<file path="src/rtl/sprite_arbiter_ctrl.sv">
// -----------------------------------------------------------------------------
// sprite_arbiter_ctrl
//
// Overlays up to NUM_SPR 32x32 sprites, which share one sprite ROM, on a
// background video stream. Sprite positions are written into shadow registers
// at any time. They are copied to the active registers on frame_tick, so a
// sprite never moves in the middle of a frame and cannot tear.
//
// Pipeline (x/y/bg_rgb to rgb_out is exactly 2 clk):
//   stage 0 : hit test of every active sprite. The lowest index wins. The ROM
//             address is registered. It is held when no sprite is hit.
//   stage 1 : the miss flag, video_on and bg_rgb are delayed so that they
//             line up with rom_data, which the ROM returns one clk later.
//   stage 2 : combinational mux of rom_data and background. The transparent
//             colour shows background, not a lower-priority sprite.
//
// Optional feature: define SPRITE_COLLISION_EN to build a sticky coll_flag.
// It is set when two or more sprites overlap the current pixel, and cleared on
// frame_tick. Without the macro, coll_flag is tied to 0.
//
// Ports
//   clk, rst_n              clock, asynchronous active-low reset
//   x[10:0], y[9:0]         current pixel column / row
//   video_on, frame_tick    visible-area flag, start-of-frame pulse
//   upd_valid/upd_ready     position-update handshake
//   upd_id, upd_x, upd_y,   sprite index, new top-left corner, visibility
//   upd_en
//   rom_sel, rom_row,       address presented to the shared sprite ROM
//   rom_col
//   rom_data[11:0]          ROM colour, one clk after the address
//   bg_rgb[11:0]            background colour aligned with x/y
//   rgb_out[11:0]           final pixel colour
//   sprite_hit              rgb_out comes from a sprite this cycle
//   coll_flag               sticky collision indicator
// -----------------------------------------------------------------------------
module sprite_arbiter_ctrl #(
  parameter int          NUM_SPR    = 4,
  parameter logic [11:0] TRANSP_RGB = 12'hF0F
) (
  input  logic        clk,
  input  logic        rst_n,
  input  logic [10:0] x,
  input  logic [9:0]  y,
  input  logic        video_on,
  input  logic        frame_tick,
  input  logic        upd_valid,
  input  logic [1:0]  upd_id,
  input  logic [10:0] upd_x,
  input  logic [9:0]  upd_y,
  input  logic        upd_en,
  output logic        upd_ready,
  output logic [4:0]  rom_row,
  output logic [4:0]  rom_col,
  output logic [1:0]  rom_sel,
  input  logic [11:0] rom_data,
  input  logic [11:0] bg_rgb,
  output logic [11:0] rgb_out,
  output logic        sprite_hit,
  output logic        coll_flag
);

  typedef struct packed {
    logic [10:0] x;
    logic [9:0]  y;
    logic        en;
  } spr_t;

  spr_t shadow_q [NUM_SPR];
  spr_t active_q [NUM_SPR];

  // The shadow-to-active copy takes the frame_tick cycle. Updates stall
  // for that one cycle, so a write and the copy never collide.
  logic upd_fire;
  assign upd_ready = ~frame_tick;
  assign upd_fire  = upd_valid & upd_ready;

  // ---------------------------------------------------------------------------
  // Sprite register sets
  // ---------------------------------------------------------------------------
  // NOTE: these arrays are only NUM_SPR entries of flip-flops, not a RAM.
  // Resetting them is cheap, and reset must clear pending shadow updates, so
  // they sit in the reset branch. A real RAM should not be reset this way.
  always_ff @(posedge clk or negedge rst_n) begin
    if (!rst_n) begin
      for (int i = 0; i < NUM_SPR; i++) begin
        shadow_q[i] <= '0;
        active_q[i] <= '0;
      end
    end else begin
      // An id with no matching sprite matches no entry. It is accepted and
      // then dropped.
      for (int i = 0; i < NUM_SPR; i++) begin
        if (upd_fire && upd_id == 2'(i)) begin
          shadow_q[i] <= '{x: upd_x, y: upd_y, en: upd_en};
        end
      end
      if (frame_tick) begin
        active_q <= shadow_q;
      end
    end
  end

  // ---------------------------------------------------------------------------
  // Stage 0: hit test and priority select
  // ---------------------------------------------------------------------------
  // The comparison is done in 12 bits, so a sprite near the right or bottom
  // edge does not wrap around to column/row 0.
  function automatic logic in_span(input logic [11:0] p, input logic [11:0] o);
    return (p >= o) && (p <= o + 12'd31);
  endfunction

  logic [NUM_SPR-1:0] cand;
  logic               hit_any;
  logic [1:0]         win_sel;
  logic [4:0]         win_row;
  logic [4:0]         win_col;

  // NOTE: every output of this block gets a default before the loop.
  // Otherwise a path that leaves it unassigned would infer a latch.
  always_comb begin
    cand    = '0;
    win_sel = '0;
    win_row = '0;
    win_col = '0;
    // Walk from the highest index down, so the lowest candidate is the last
    // one to write and therefore wins.
    for (int i = NUM_SPR - 1; i >= 0; i--) begin
      if (active_q[i].en && video_on &&
          in_span({1'b0, x}, {1'b0, active_q[i].x}) &&
          in_span({2'b00, y}, {2'b00, active_q[i].y})) begin
        cand[i] = 1'b1;
        win_sel = 2'(i);
        // Offsets are below 32, so only the low 5 bits of the difference matter.
        win_row = y[4:0] - active_q[i].y[4:0];
        win_col = x[4:0] - active_q[i].x[4:0];
      end
    end
  end

  assign hit_any = |cand;

  logic        miss_s0, von_s0;
  logic [11:0] bg_s0;

  // NOTE: all sequential state uses non-blocking assignments, so every
  // register samples values from before the edge, whatever the order of the
  // statements.
  always_ff @(posedge clk or negedge rst_n) begin
    if (!rst_n) begin
      rom_sel <= '0;
      rom_row <= '0;
      rom_col <= '0;
      miss_s0 <= 1'b0;
      von_s0  <= 1'b0;
      bg_s0   <= '0;
    end else begin
      if (hit_any) begin
        rom_sel <= win_sel;
        rom_row <= win_row;
        rom_col <= win_col;
      end
      miss_s0 <= ~hit_any;
      von_s0  <= video_on;
      bg_s0   <= bg_rgb;
    end
  end

  // ---------------------------------------------------------------------------
  // Stage 1: align the flags and the background with rom_data
  // ---------------------------------------------------------------------------
  logic        miss_s1, von_s1;
  logic [11:0] bg_s1;

  always_ff @(posedge clk or negedge rst_n) begin
    if (!rst_n) begin
      miss_s1 <= 1'b0;
      von_s1  <= 1'b0;
      bg_s1   <= '0;
    end else begin
      miss_s1 <= miss_s0;
      von_s1  <= von_s0;
      bg_s1   <= bg_s0;
    end
  end

  // ---------------------------------------------------------------------------
  // Stage 2: final colour mux
  // ---------------------------------------------------------------------------
  // rom_data is valid in this cycle, so the mux is combinational. This gives a
  // total latency of 2 clk. Reset clears von_s1, which forces the output to
  // black.
  assign sprite_hit = von_s1 & ~miss_s1 & (rom_data != TRANSP_RGB);
  assign rgb_out    = !von_s1    ? 12'h000  :
                      sprite_hit ? rom_data : bg_s1;

  // ---------------------------------------------------------------------------
  // Optional collision detector
  // ---------------------------------------------------------------------------
`ifdef SPRITE_COLLISION_EN
  logic multi_hit;
  logic coll_q;

  // A vector has two or more bits set exactly when clearing its lowest set
  // bit leaves something behind.
  assign multi_hit = |(cand & (cand - 1'b1));

  always_ff @(posedge clk or negedge rst_n) begin
    if (!rst_n) begin
      coll_q <= 1'b0;
    end else if (multi_hit) begin
      coll_q <= 1'b1;
    end else if (frame_tick) begin
      coll_q <= 1'b0;
    end
  end

  assign coll_flag = coll_q;
`else
  assign coll_flag = 1'b0;
`endif

endmodule

</file>
<file path="config.mk">
export PLATFORM = sky130hd
export DESIGN_NAME = sprite_arbiter_ctrl
export DESIGN_NICKNAME = d
export VERILOG_FILES = /design/src/rtl/sprite_arbiter_ctrl.sv
export SDC_FILE = /design/constraint.sdc
export NUM_CORES = 1
export LEC_CHECK = 0
export ABC_AREA = 1
export ABC_CLOCK_PERIOD_IN_PS = 3940
export CORE_UTILIZATION = 36
export CTS_BUF_LIST = sky130_fd_sc_hd__clkbuf_16
export CTS_CLUSTER_DIAMETER = 30
export DETAILED_ROUTE_END_ITERATION = 10
export HOLD_SLACK_MARGIN = 0.08
export PLACE_DENSITY = 0.58
export SLEW_MARGIN = 30
export SYNTH_ARGS = -nofsm -noshare
export SYNTH_HDL_FRONTEND = slang
export SYNTH_SLANG_ARGS = --single-unit
</file>
<file path="constraint.sdc">
create_clock -name clk -period 3.94 [get_ports clk]
set_clock_uncertainty 0.05 [all_clocks]
set_input_delay 0.788 -clock clk [delete_from_list [all_inputs] [get_ports clk]]
set_output_delay 0.788 -clock clk [all_outputs]
set_load 0.1 [all_outputs]
</file>
---- After elaboration in Yosys (flattened, before gate mapping) ----
Index checks and enable logic that the tools add are counted.
Widths: inputs -> output; s select.
cells by class
  $mul .................................... 0
  add/sub/neg operators ................... 16
  reductions and logical operators ........ 26
  order comparisons ....................... 16
  multiplexer cells ....................... 18
  divide/modulo/power cells ............... 0
  bitwise operators ....................... 6
  shift operators ......................... 0
  equal/unequal tests ..................... 4
operators with widths
  cell                   count
  $add 11x5->12 const B  4
  $le 11x12->1           4
  $add 10x5->11 const B  4
  $ge 11x11->1           4
  $le 10x11->1           4
  $ge 10x10->1           4
  $mux 5                 8
  $sub 5x5->5            8
  $logic_and 1x1->1      24
  $mux 12                2
  $ne 12x12->1 const B   1
  $mux 2                 4
  $eq 2x2->1 const B     2
  $mux 1                 4
  $reduce_or 4->1        1
  $and 1x1->1            3
  $not 1->1              3
  $eq 2x1->1 const B     1
  $logic_not 2->1        1
word-level totals
  bits in read-only memories .............. 0
  memories ................................ 0
  bits in writable memories ............... 0
  bits of input ports ..................... 74
  bits in latches ......................... 0
  flip-flop bits (word level) ............. 216

---- Logic depth before layout (Yosys ltp) ----
Gate-level depths: netlist of run 1.
  word-level depth ........................ 9
  depth in mapped cells ................... 26

---- Worst setup path before layout of run 1 ----
No wires, ideal clock.
  path type ............................... input to output
  from .................................... input port rom_data[4]
  to ...................................... output port rgb_out[10]
  slack ................................... 417 ps
  path buffers ............................ 1
  data arrival time ....................... 2685 ps
  stages .................................. 6
  path through ............................ or4_1 o31ai_2 inv_2 buf_2 nand2_1 nand2_1
on the way
  cells in the longest elaborated chain, start to end .. 4
RTL lines
  what                  line  RTL
  from (decl)           55    input logic [11:0] rom_data,
  $ne 12x12->1          192   assign sprite_hit = von_s1 & ~miss_s1 & (rom_data != TRANSP_RGB);
  $and 1x1->1           192
  named net sprite_hit  58    output logic sprite_hit,
  $mux 12               194   sprite_hit ? rom_data : bg_s1;
  $mux 12               193   assign rgb_out = !von_s1 ? 12'h000 :
  to (decl)             57    output logic [11:0] rgb_out,
The timed path passes the listed nets, and every way through them passes these cells.

---- Worst setup path in the final report of run 1 ----
  from .................................... input port rom_data[4]
  to ...................................... output port rgb_out[10]
on the way
  cells in the longest elaborated chain, start to end .. 4
RTL lines
  what          line
  $ne 12x12->1  192
  $and 1x1->1   192
  $mux 12       194
  $mux 12       193
No other way between the ends.

==> summary.txt, run 1 <==
Die
  • Ports: 101
  • Die Y: 202 µm
  • Row count: 72
  • Die area: 40900 µm²
  • Die Wd: 202 µm
  • Core ar.: 39100 µm²
  • Starting Density: 36.9%

Routing
  • Total routed wirelength: 41200 µm
  • Vias: 12300
  • Drt via density: 4.92
  • Initial drt markers: 891
  • Detail Route Antenna Nets: 0
  • Post-route DRC: 0
  • Routed len/inst: 16.5 µm
  • DR pass1 iterations: 5

Placed design
  • DP Cell Count: 2400
  • GP Congestion: 0.909
  • Pre-CTS setup slack: 0.201 ns
  • Port bufs: 99
  • DP HPWL: 31300 µm

Critical path
  • Max Fanout on Critical Path: 8
  • Cells on worst reg2reg path: 19
  • R2R Setup Slk: 0.45 ns
  • Slowest cell on crit path: or4_1
  • Critical R2R Launch: active_q[11]
  • CP Launch Type: input pin
  • CP required: 3.10 ns
  • Critical Path AT: 2.80 ns
  • Reg2reg end: rom_col[0]
  • Critical Path End Type: primary output
  • Setup crit start: rom_data[4]
  • Setup CP Type: in2out
  • Critical path's largest stage delay: 0.54 ns
  • CP Cell Sequence: clkdlybuf4s50_1 > or4_1 > o31ai_2 > buf_4 > nand3_1 > nand2_1 > buf_12

Timing
  • Fin. Hold Viols: 0
  • Final Max Slew Viols: 0
  • Slew margin rel.: 31.0%
  • Fin worst setup slack: 0.301 ns
  • RSZ-0062 raised after global routing: false
  • Minimum clock period: 3.64 ns
  • Slew @ Worst Pin: 1.03 ns
  • Final setup viols: 0
  • WHS: 0.196 ns
  • Fin Setup TNS: 0 ns
  • Highest Clock Rate: 275 MHz
  • Tcrit/Tclk final: 92.4%

Clock tree
  • CTS sink count: 216
  • Worst-Skew Late Latency: 0.57 ns
  • Reg clk slew, reported paths: 0.05 ns
  • Htree depth: 2
  • CTS buffer count: 49
  • Root buffer cell: clkbuf_16
  • Longest Clk Path Bufs: 3
  • CTS tree: yes

Cells and area
  • Most frequent cells in the layout: nand2_1 (489), dfrtp_1 (216), inv_1 (210)
  • Layout Cells excl Fill: 2490
  • Nets: 2191
  • Final Core Density: 45.7%
  • N_diodes: 0
  • Layout area overhead: 23.7%
  • Most common cell after layout, fill and taps aside: nand2_1
  • Share of cells above drive strength 1: 8.37%

GRT
  • Vias in the first global route: 12100
  • First-pass GRT wire length: 65600 µm
  • Initial antenna violation count: 1
  • Largest net degree at the start of global routing: 113
  • All-layer global routing usage: 20.4%
  • Gr ovfl total: 0

Synth
  • Synth Area in XOR/XNOR: 5.22%
  • Yosys reg bits: 216
  • Largest family of logic cells by synthesized area: simple AND/OR/NAND/NOR gates
  • Post-synthesis compound-gate area fraction: 10.7%
  • Simple-gate share of the synthesized area: 22.9%
  • Synth cell types: 49
  • EDFF count, synth: 0
  • Post-synthesis cell area: 14400 µm²
  • Mapped Avg Cell Area: 8.00 µm²
  • Post-synthesis sequential area ratio: 37.5%
  • Yosys warnings: 0
  • Cell count after synthesis: 1804
  • Ys async rst share: 100%
  • Mux cell area share after synthesis: 0%
  • Adder-Cell Fraction of Synth Area: 16.4%
  • Post-synth net total: 2062
  • Synth Flop Type: dfrtp_1

Flow run
  • Max-cap violations: 0

Min path
  • Hold Crit Class: in2async

Power
  • Max rail drop VDD: 0.000329 V
  • PD cells: 584 nW/µm²
  • Leakage: 8.76 nW

Run status
  • Outcome: complete, no violations
## critical path: cells and delay by family
| kind | cells | cell delay (ns) |
|---|---|---|
| AOI/OAI and AO/OA | 1 | 0.42 |
| buffers and inverters | 3 | 0.84 |
| and+or+nand+nor | 3 | 0.76 |
## logic make-up after synthesis
logic type,Yosys count
AO/OA/AOI/OAI,286
XOR/XNOR,86
adder cells (fa/ha/maj),184
buffers and inverters,264
flip-flops,216
other,1
AND/OR/NAND/NOR,767
## synthesized netlist by cell type (2+ instances only)
cell type  number  area, µm²
a21o_1         12       90.1
a21oi_1        65        325
and3_1          2       12.5
buf_2           4       20.0
buf_4           3       22.5
buf_6           4       45.0
clkbuf_1       35        131
clkbuf_8        3       41.3
dfrtp_1       216       5410
fa_1            8        160
ha_1          176       2200
inv_1         206        773
inv_2           8       30.0
nand2_1       489       1840
nand2_2         5       31.3
nand3_1        80        400
nand3_2         3       30.0
nand3b_1        5       37.5
nand4_1        41        257
nor2_1         87        327
nor2_2          4       25.0
nor2_4          2       22.5
nor3_1         32        160
nor3_2          4       40.0
nor4_1          3       18.8
o21a_1          5       37.5
o21ai_0       191        956
o21ai_1         2       10.0
o31ai_2         2       25.0
or2_1           3       18.8
or2_2           2       12.5
xnor2_1        16        140
xor2_1         70        613
## timing repair
action	CTS	global route
hold buffers	0	0
setup buffers	0	0
setup endpoints to repair	0	2
resized for setup	0	1
## stage by stage
step                      cell area (µm²)  power, mW
after floorplan                     14400       5.36
after global placement              16200       6.37
after detailed placement            16200       6.43
after CTS                           17800       10.5
after global routing                17900       11.1
final                               17900       10.4
## worst max-delay path by stage
stage | to | slack [ns] | cells after the start
5_1_grt | rom_row[2] | 0.09 | 19
2_1_floorplan | rgb_out[10] | 0.42 | 6
4_1_cts | rgb_out[10] | 0.29 | 7
3_3_place_gp | rom_col[4] | 0.24 | 12
3_5_place_dp | rom_row[3] | 0.20 | 13
6_report | rgb_out[10] | 0.30 | 7
## area by class of cell
cell class                 instances  area, µm²
timing repair buffer             128       1360
sequential                       216       5410
fill                            3859      21200
tap                              518        648
inverter                         214        803
multi-input combinational       1324       7960
clock inverter                    41        447
clock buffer                      49       1230
## registers in the layout, summed over array words and instances, names as in the netlist
name / flops
active_q: 88
bg_s0: 12
bg_s1: 12
miss_s0: 1
miss_s1: 1
rom_col: 5
rom_row: 5
rom_sel: 2
shadow_q: 88
von_s0: 1
von_s1: 1
## power breakdown
part / internal [mW] / total, mW / switching, mW
clock network: 2.58 / 4.00 / 1.42
logic: 1.21 / 3.52 / 2.30
registers: 2.63 / 2.91 / 0.277
## routing by layer
layer	vias up	track usage, %	part of all wire (%)
met3	62	2.95	4.6
met4	0	6.20	2.3
met1	5718	29.8	51
met5	-	0	0
li1	6185	-	-
met2	295	31.1	42
Power figures use the tool's default switching activity.
==> run 2, diff against run 1 <==
--- a/config.mk
+++ b/config.mk
@@ -6,13 +6,14 @@
 export NUM_CORES = 1
 export LEC_CHECK = 0
 export ABC_AREA = 1
-export ABC_CLOCK_PERIOD_IN_PS = 3940
+export ABC_CLOCK_PERIOD_IN_PS = 2900
 export CORE_UTILIZATION = 36
 export CTS_BUF_LIST = sky130_fd_sc_hd__clkbuf_16
 export CTS_CLUSTER_DIAMETER = 30
 export DETAILED_ROUTE_END_ITERATION = 10
 export HOLD_SLACK_MARGIN = 0.08
-export PLACE_DENSITY = 0.58
+export MAX_ROUTING_LAYER = met4
+export PLACE_DENSITY = 0.6
 export SLEW_MARGIN = 30
 export SYNTH_ARGS = -nofsm -noshare
 export SYNTH_HDL_FRONTEND = slang
==> constraint.sdc (replaced) <==
create_clock -name clk -period 2.9 [get_ports clk]
set_clock_uncertainty 0.05 [all_clocks]
set_input_delay 0.58 -clock clk [delete_from_list [all_inputs] [get_ports clk]]
set_output_delay 0.58 -clock clk [all_outputs]
set_load 0.1 [all_outputs]
==> run 2 against run 1 <==
Global-route usage rose by 1.3 points. Sequential share of layout area down 2.9 points. First-iteration DRC count decreased by 17%. Via count grew 7.5%. Routed wire length increased by 3.9%. Largest power group unchanged. Combinational power increased by 57%. Hold slack better by 0.078 ns. Count of clock-buffer cells in the layout did not move. Design area rose by 10%.
==> summary.txt, run 2 (synthesis results as in run 1) <==
Cells and area
  • Nets: 2351
  • Biggest regs: active_q x88, shadow_q x88
  • Post-route cell area: 19700 µm²
  • Share of cells above drive strength 1: 19.8%
  • Layout area overhead: 36.7%
  • Most common cell after layout, fill and taps aside: nand2_1
  • Layout Cells excl Fill: 2651
  • Final Core Density: 50.4%
  • Most frequent cells in the layout: nand2_1 (460), dfrtp_1 (215), inv_1 (197)

Power
  • P_sw: 5.46 mW
  • Switching part of the total power: 36.2%
  • Seq pwr share: 26.3%
  • Pint: 9.62 mW
  • Clock share of power: 37.0%
  • Combinational power share: 36.7%
  • Max rail drop VDD: 0.000395 V
  • Leakage: 9.74 nW
  • PD cells: 765 nW/µm²

Timing
  • Slew @ Worst Pin: 0.658 ns
  • Tcrit/Tclk final: 99.8%
  • Highest Clock Rate: 346 MHz
  • Final Max Slew Viols: 0
  • RSZ-0062 raised after global routing: true
  • Final setup viols: 0
  • Slew margin rel.: 56.1%
  • Minimum clock period: 2.89 ns
  • Fin. Hold Viols: 0

Clock tree
  • Root buffer cell: clkbuf_16
  • Reg clk slew, reported paths: 0.04 ns
  • Htree depth: 2
  • CTS tree: yes
  • Worst-Skew Late Latency: 0.56 ns
  • Longest Clk Path Bufs: 3
  • CTS sink count: 216
  • CTS buffer count: 49

Die
  • Core ar.: 39100 µm²
  • Die Wd: 202 µm
  • Starting Density: 36.9%
  • Die Y: 202 µm
  • Row count: 72
  • Die area: 40900 µm²
  • Ports: 101

Routing
  • Vias: 13200
  • Detail Route Antenna Nets: 0
  • Drt via density: 4.97
  • DR pass1 iterations: 5
  • Post-route DRC: 0
  • Total routed wirelength: 42800 µm
  • Initial drt markers: 737
  • Routed len/inst: 16.1 µm

Min path
  • Hold Crit Class: reg2reg

Placed design
  • Port bufs: 99
  • GP Congestion: 0.890
  • DP Cell Count: 2542
  • Cell Area, Placed: 17500 µm²
  • DP HPWL: 32200 µm

Critical path
  • Slowest cell on crit path: dfrtp_1
  • CP Launch Type: flop
  • Critical path's largest stage delay: 0.38 ns
  • CP Cell Sequence: inv_2 > ha_4 > nand2_4 > nor2_4 > nand2_2 > nand2_2 > nor2_1 > xor2_1 > ha_1 > a21o_1 > a21oi_1 > nand2_1 > nand2_2 > nand3_2 > nor2_4 > nand2_4 > nand2_4 > inv_4 > nand4_1 > nand3_2
  • CP required: 3.27 ns
  • Critical Path AT: 3.27 ns
  • Critical Path End Type: flop
  • Setup CP Type: reg2reg
  • Max Fanout on Critical Path: 7

Run status
  • Outcome: complete, no violations

Flow run
  • Max-cap violations: 0

GRT
  • Gr ovfl total: 0
  • Vias in the first global route: 13300
  • Initial antenna violation count: 3
  • First-pass GRT wire length: 68200 µm
  • All-layer global routing usage: 21.7%
  • Largest net degree at the start of global routing: 173
-- run 2: cell types whose count changed in the layout (fill, tap and decap cells not counted), moves of 9 or more --
| cell | change |
|---|---|
| nand3_2 | +18 |
| nand2_1 | -29 |
| nor2_1 | -10 |
| nand3_1 | -19 |
| buf_12 | +17 |
| buf_4 | +141 |
| inv_1 | -13 |
| nand2_2 | +17 |
| nand2_4 | +13 |
| clkinv_4 | -9 |
| buf_6 | +12 |
| clkdlybuf4s50_1 | -16 |
| inv_2 | +13 |
-- run 2: metal layers --
| layer | vias up | global-route usage [%] | share of wire (%) | routed length, µm |
|---|---|---|---|---|
| li1 | 6514 | - | - | - |
| met1 | 6254 | 27.6 | 45 | 19400 |
| met2 | 323 | 35.0 | 47 | 19900 |
| met3 | 90 | 3.81 | 5.4 | 2310 |
| met4 | 0 | 6.98 | 2.8 | 1210 |
| met5 | - | - | 0 | 0 |
-- run 2: final cells by class --
cell class / count / area (µm²)
clock buffer: 49 / 1230
sequential: 216 / 5410
multi-input combinational: 1325 / 8400
fill: 3701 / 19400
antenna: 2 / 5.00
clock inverter: 40 / 443
inverter: 214 / 808
timing repair buffer: 287 / 2780
tap: 518 / 648
-- run 2: critical path: cells and delay by family, from the launching register on --
family,cells,cell delay [ns]
compound gates,2,0.32
xor+xnor,1,0.14
fa+ha+maj,2,0.46
buf+inv,2,0.15
flops,1,0.38
simple gates,13,1.27
-- run 2: worst paths after layout --
| path | from | to | slack, ns | depth (start not counted) |
|---|---|---|---|---|
| max | active_q[24] | rom_row[1] | 0.006 | 20 |
| min | bg_s0[8] | bg_s1[8] | 0.27 | 0 |
| max reg2reg | active_q[24] | rom_row[1] | 0.006 | 20 |
| min reg2reg | bg_s0[8] | bg_s1[8] | 0.27 | 0 |
| max in group asynchronous | rst_n | active_q[72] | 1.52 | 3 |
| min in group asynchronous | rst_n | shadow_q[86] | 0.55 | 2 |
-- run 2: power groups by stage --
stage | Combinational [mW] | Sequential (mW) | Clock [mW]
floorplan | 2.85 | 4.44 | 0
global placement | 5.13 | 3.96 | 0
detailed placement | 5.24 | 3.97 | 0
CTS | 5.37 | 3.94 | 5.65
global route | 6.16 | 4.03 | 5.83
finish | 5.54 | 3.96 | 5.58
-- run 2: what timing repair did --
action,in CTS,in global routing
cloned,2,0
hold buffers,1,0
pin swaps,13,38
buffers inserted,5,10
endpoints found under the setup margin,26,25
hold endpoints to repair,70,0
resized for setup,61,65
-- run 2: per-stage QoR --
| step | hold WS (ns) | TNS, ns | worst slack, ns | power, mW |
|---|---|---|---|---|
| final | 0.274 | 0 | 0.00601 | 15.1 |
| after global routing | 0.290 | -1.97 | -0.199 | 16.0 |
| after CTS | 0.275 | 0 | 0.00279 | 15.0 |
| after detailed placement | 0.285 | -5.13 | -0.293 | 9.22 |
| after global placement | 0.282 | -4.72 | -0.229 | 9.09 |
| after floorplan | 0.234 | -0.0109 | -0.0109 | 7.29 |
